--- src/rtl/ram_ctrl_pkg.sv ---
// Shared types and defaults for the RAM access controller.
// Burst support is enabled by defining RAM_CTRL_BURST_EN.
package ram_ctrl_pkg;

  localparam int ADDR_W_DEF = 4;
  localparam int DATA_W_DEF = 8;
  localparam int DEPTH_DEF  = 4;
  localparam int LEN_W      = 2;

  typedef logic [LEN_W-1:0] len_t;

  typedef enum logic [2:0] {
    IDLE,
    WRITE,
    RD_ISSUE,
    RD_WAIT,
    RD_RESP
  } state_t;

endpackage

--- src/rtl/ram_ctrl_addr_gen.sv ---
// Burst address register with wrap at DEPTH-1 and a remaining-beat
// counter; last is high while the current beat is the final one.
module ram_ctrl_addr_gen
  import ram_ctrl_pkg::*;
#(
  parameter int ADDR_W = ADDR_W_DEF,
  parameter int DEPTH  = DEPTH_DEF
) (
  input  logic              clk,
  input  logic              rst_n,
  input  logic              load,
  input  logic              step,
  input  logic [ADDR_W-1:0] start,
  input  len_t              len,
  output logic [ADDR_W-1:0] addr,
  output logic              last
);

  localparam logic [ADDR_W-1:0] TOP = ADDR_W'(DEPTH - 1);

  len_t cnt;

  always_ff @(posedge clk or negedge rst_n) begin
    if (!rst_n) begin
      addr <= '0;
      cnt  <= '0;
    end else if (load) begin
      addr <= start;
      cnt  <= len;
    end else if (step) begin
      addr <= (addr == TOP) ? '0 : addr + 1'b1;
      cnt  <= cnt - 1'b1;
    end
  end

  assign last = (cnt == '0);

endmodule

--- src/rtl/ram_access_ctrl.sv ---
// Command-driven RAM access controller: write/read bursts with wrap.
// Define RAM_CTRL_BURST_EN to honour req_len; otherwise single beats.
module ram_access_ctrl
  import ram_ctrl_pkg::*;
#(
  parameter int ADDR_W = ADDR_W_DEF,
  parameter int DATA_W = DATA_W_DEF,
  parameter int DEPTH  = DEPTH_DEF
) (
  input  logic              clk,
  input  logic              rst_n,
  input  logic              req_valid,
  output logic              req_ready,
  input  logic              req_wr,
  input  logic [ADDR_W-1:0] req_addr,
  input  logic [1:0]        req_len,
  input  logic              wd_valid,
  output logic              wd_ready,
  input  logic [DATA_W-1:0] wd_data,
  output logic              rsp_valid,
  input  logic              rsp_ready,
  output logic [DATA_W-1:0] rsp_data,
  output logic              rsp_last,
  output logic              done,
  output logic              err,
  output logic              ram_en,
  output logic              ram_wr,
  output logic [ADDR_W-1:0] ram_addr,
  output logic [DATA_W-1:0] ram_wdata,
  input  logic [DATA_W-1:0] ram_rdata
);

  localparam logic [ADDR_W:0] DEPTH_L = (ADDR_W + 1)'(DEPTH);

  state_t            state, state_nxt;
  len_t              len_eff;
  logic [ADDR_W-1:0] addr;
  logic              last;
  logic              load, step;
  logic              done_set, err_set;
  logic              capture;
  logic              addr_ok;

`ifdef RAM_CTRL_BURST_EN
  assign len_eff = req_len;
`else
  logic len_unused;
  assign len_unused = ^req_len;
  assign len_eff    = '0;
`endif

  assign addr_ok   = ({1'b0, req_addr} < DEPTH_L);
  assign req_ready = rst_n && (state == IDLE);

  ram_ctrl_addr_gen #(
    .ADDR_W(ADDR_W),
    .DEPTH (DEPTH)
  ) u_addr_gen (
    .clk  (clk),
    .rst_n(rst_n),
    .load (load),
    .step (step),
    .start(req_addr),
    .len  (len_eff),
    .addr (addr),
    .last (last)
  );

  always_ff @(posedge clk or negedge rst_n) begin
    if (!rst_n) begin
      state    <= IDLE;
      rsp_data <= '0;
      done     <= 1'b0;
      err      <= 1'b0;
    end else begin
      state <= state_nxt;
      done  <= done_set;
      err   <= err_set;
      if (capture) rsp_data <= ram_rdata;
    end
  end

  always_comb begin
    state_nxt = state;
    load      = 1'b0;
    step      = 1'b0;
    done_set  = 1'b0;
    err_set   = 1'b0;
    capture   = 1'b0;
    wd_ready  = 1'b0;
    rsp_valid = 1'b0;
    ram_en    = 1'b0;
    ram_wr    = 1'b0;
    ram_addr  = '0;
    ram_wdata = '0;
    unique case (state)
      IDLE: begin
        if (req_valid) begin
          if (!addr_ok) begin
            err_set = 1'b1;
          end else begin
            load      = 1'b1;
            state_nxt = req_wr ? WRITE : RD_ISSUE;
          end
        end
      end
      WRITE: begin
        wd_ready = 1'b1;
        if (wd_valid) begin
          ram_en    = 1'b1;
          ram_wr    = 1'b1;
          ram_addr  = addr;
          ram_wdata = wd_data;
          if (last) begin
            done_set  = 1'b1;
            state_nxt = IDLE;
          end else begin
            step = 1'b1;
          end
        end
      end
      RD_ISSUE: begin
        ram_en    = 1'b1;
        ram_addr  = addr;
        state_nxt = RD_WAIT;
      end
      RD_WAIT: begin
        capture   = 1'b1;
        state_nxt = RD_RESP;
      end
      RD_RESP: begin
        rsp_valid = 1'b1;
        if (rsp_ready) begin
          if (last) begin
            done_set  = 1'b1;
            state_nxt = IDLE;
          end else begin
            step      = 1'b1;
            state_nxt = RD_ISSUE;
          end
        end
      end
      default: state_nxt = IDLE;
    endcase
  end

  // Counter only moves on a handshake, so this holds while stalled.
  assign rsp_last = (state == RD_RESP) && last;

endmodule

--- config.mk ---
export PLATFORM = sky130hd
export DESIGN_NAME = ram_access_ctrl
export DESIGN_NICKNAME = d
export VERILOG_FILES = /design/src/rtl/ram_ctrl_pkg.sv /design/src/rtl/ram_ctrl_addr_gen.sv /design/src/rtl/ram_access_ctrl.sv
export SDC_FILE = /design/constraint.sdc
export NUM_CORES = 1
export LEC_CHECK = 0
export ABC_AREA = 1
export CAP_MARGIN = 20
export CORE_ASPECT_RATIO = 0.6
export CORE_MARGIN = 3
export CORE_UTILIZATION = 41
export CTS_BUF_LIST = sky130_fd_sc_hd__clkbuf_8
export DETAILED_ROUTE_END_ITERATION = 8
export GPL_TIMING_DRIVEN = 0
export PLACE_DENSITY = 0.87
export SYNTH_ARGS = -nofsm -noshare
export SYNTH_HDL_FRONTEND = slang
export SYNTH_SLANG_ARGS = --single-unit
--- constraint.sdc ---
create_clock -name clk -period 1.5 [get_ports clk]
set_clock_uncertainty 0.1 [all_clocks]
set_input_delay 0.15 -clock clk [delete_from_list [all_inputs] [get_ports clk]]
set_output_delay 0.15 -clock clk [all_outputs]
set_load 0.02 [all_outputs]
==> run_results.csv <==
group,metric,value,unit
run_status,status,"finished, violations left",
run_status,failed_checks,"negative setup slack",
cells_and_area,register_area,478,sq um
grt,grt-ovfl-total,0,
power_and_ir_drop,powerDensity,1610,nW/um^2
cells_and_area,area_growth,70.4,%
sta,relSlewSlack,41.3,%
setup_path,worstPathArrival,1.40,ns
logic_synthesis,ys.flop_type,"dfrtp_1",
die,fp-row-count,13,
die,die_w,73.1,microns
power_and_ir_drop,peakVddDrop,1.00,mV
sta,setup_ws,-0.145,ns
cells_and_area,drive_gt1_share,35.0,%
cells_and_area,diodes,0,
cts,cts_sinks,19,
logic_synthesis,ys_seq_area_share,43.0,%
cts,cts_max_level,1,
placement,dp_cells,219,
cts,cts.path.max_buffers,2,
sta,period_minus_slack,1.65,ns
placement,pre_cts_ws,-0.833,ns
grt,grt_pass1_vias,1146,
setup_path,path_cells,"nor2_4, nand2_2, inv_4, nand2_4, nand2_4, inv_8, nor2_4, buf_6",
die,dieArea,3380,sq um
drt,remaining_drc_errors,0,
sta,hold_viol_final,0,
logic_synthesis,ys_warn_count,0,
grt,grt_pass1_wl,5340,microns
cts,tritoncts,"done",
sta,fin_hold_ws,0.276,ns
grt,grt_usage,21.4,%
logic_synthesis,syn_nets,167,
hold_path,min-delay-path-class,"input pin to register",
setup_path,worst_ep_required_time,1.25,ns
drt,firstDrtPassIters,4,
flow_run,cap_violations,0,
logic_synthesis,synthArstFlopShare,100,%
setup_path,critPathMaxStageDelay,0.44,ns
sta,tightest_slew,0.878,ns
drt,detail_route.iter0.violations,145,
sta,period_share,110,%
logic_synthesis,post_synth_num_cell_types,22,
logic_synthesis,netlist_area,1110,sq um
cts,cts_buffers,3,
cells_and_area,final_cells,230,
drt,viasPerCell,5.22,
placement,hpwl,2410,microns
cells_and_area,multi_input_area,632,sq um
cts,ctsRootBufferMaster,"clkbuf_8",
logic_synthesis,syn_avg_cell_area,8.07,sq um
setup_path,critical_path.startpoint_type,"register",
sta,setup_tns,-1.82,ns
logic_synthesis,ys_top_cells_by_area,"dfrtp_1 (43%), nand2_1 (9.8%), mux2_2 (8.1%)",
setup_path,cp_slowest_cell,"dfrtp_2",
logic_synthesis,yosysTopAreaCellShare,43.0,%
logic_synthesis,synth_edf_count,0,
logic_synthesis,synth_most_common_cell,"nand2_1",
logic_synthesis,synth.top_cells.by_count,"nand2_1 (29), inv_1 (20), dfrtp_1 (19), nor2_1 (19), nand3_1 (14)",
cells_and_area,final.fill_count,145,
placement,numPortBuffers,52,
grt,grt_max_degree,20,
cts,path_clk_slew,0.08,ns
logic_synthesis,syn-instance-count,137,
drt,antenna_left,0,
cts,clk_latency,0.26,ns
setup_path,worstSetupEndpointType,"primary output",
sta,rsz0062_at_grt,"true",
die,initial_utilization,46.9,%
placement,globalplace.congestion,0.811,
power_and_ir_drop,power_leakage,0.993,nW
drt,num_vias,1200,
logic_synthesis,synth_top_cell_by_area,"dfrtp_1",
sta,setup_viol,23,
sta,drv_slew,0,
grt,antenna_found_initial,0,
die,fp.dieH,46.2,microns
power_and_ir_drop,finalPower,0.00303,W
cells_and_area,fin_nets,231,
setup_path,cp_max_fo,4,
setup_path,critPathKind,"register to primary output",
logic_synthesis,ys_ff_latch,19,
die,ios,56,
die,core-area,2360,sq um
drt,drt-total-wl,3630,microns
sta,clock.fmax,608,MHz
drt,wl_per_cell,15.8,microns
==> report_power, final <==
part	switching, W	internal, W	total, W
Clock	0.000186	0.000188	0.000374
Sequential	0.000160	0.000701	0.000861
Combinational	0.000996	0.000798	0.00179
Total	0.00134	0.00169	0.00303
==> placed cells by master, fill, tap and decap left out, drive strengths merged, types with 2 or more instances in the layout <==
master	count
ha	2
nand2	37
nor2	21
dlymetal6s2s	8
inv	22
o21ai	5
clkbuf	3
buf	25
dfrtp	19
nand3	15
xor2	2
clkdlybuf4s50	25
mux2	8
==> cell type report <==
class / count / area share [%]
Clock inverter: 1 / 0.398
Clock buffer: 3 / 2.19
Multi-Input combinational cell: 94 / 33.5
Sequential cell: 19 / 25.4
Timing Repair Buffer: 59 / 30.9
Buffer: 2 / 0.664
Tap cell: 30 / 1.99
Inverter: 22 / 4.91
==> what timing repair did <==
action,in CTS,in global routing
endpoints found under the setup margin,20,33
resized for setup,106,17
endpoints found under the hold margin,19,19
pin swaps,4,1
hold buffers,1,1
buffers inserted,4,2
==> per-stage QoR <==
stage / utilization (%) / cell area [sq um]
after floorplan: - / 1150
after detailed placement: 72.5 / 1710
after global routing: 79.9 / 1880
after CTS: 76.7 / 1810
final: 79.9 / 1880
after global placement: 72.5 / 1710
==> layer usage <==
metal	GRT usage, %	wire length [microns]
met1	25.8	1450
met5	0	0
met4	6.99	63
met2	35.5	1700
met3	8.50	415
==> cell families (layout without fill, tap and decap cells) <==
logic type / after synthesis / count (layout) / synth area share, %
XOR/XNOR: 2 / 2 / 1.58
flip-flops: 19 / 19 / 43.0
adder cells (fa/ha/maj): 2 / 2 / 2.26
AND/OR/NAND/NOR: 75 / 75 / 32.4
AO/OA/AOI/OAI: 7 / 7 / 4.07
buffers and inverters: 24 / 87 / 8.60
multiplexers: 8 / 8 / 8.15
==> sequential cells by signal, summed over array words and instances (netlist names) <==
name             cells
done                 1
err                  1
rsp_data             8
state                3
u_addr_gen.addr      4
u_addr_gen.cnt       2
==> critical path: cells and delay by family (launching register included) <==
kind                   cells  cell delay [ns]
DFF                        1             0.44
and+or+nand+nor            5             0.44
buffers and inverters      3             0.26
==> worst paths after layout <==
| kind | to | slack (ns) | cells past startpoint | start |
|---|---|---|---|---|
| worst max-delay path | ram_addr[3] | -0.15 | 8 | state[1] |
| worst min register to register | rsp_data[4] | 0.41 | 1 | rsp_data[4] |
| max in group asynchronous | state[2] | 0.14 | 2 | rst_n |
| worst max register to register | u_addr_gen.cnt[0] | -0.04 | 8 | state[1] |
| worst min-delay path | state[0] | 0.28 | 4 | wd_valid |
| min in group asynchronous | u_addr_gen.addr[0] | 0.56 | 2 | rst_n |
No activity file was read; power rests on OpenSTA's default activity.
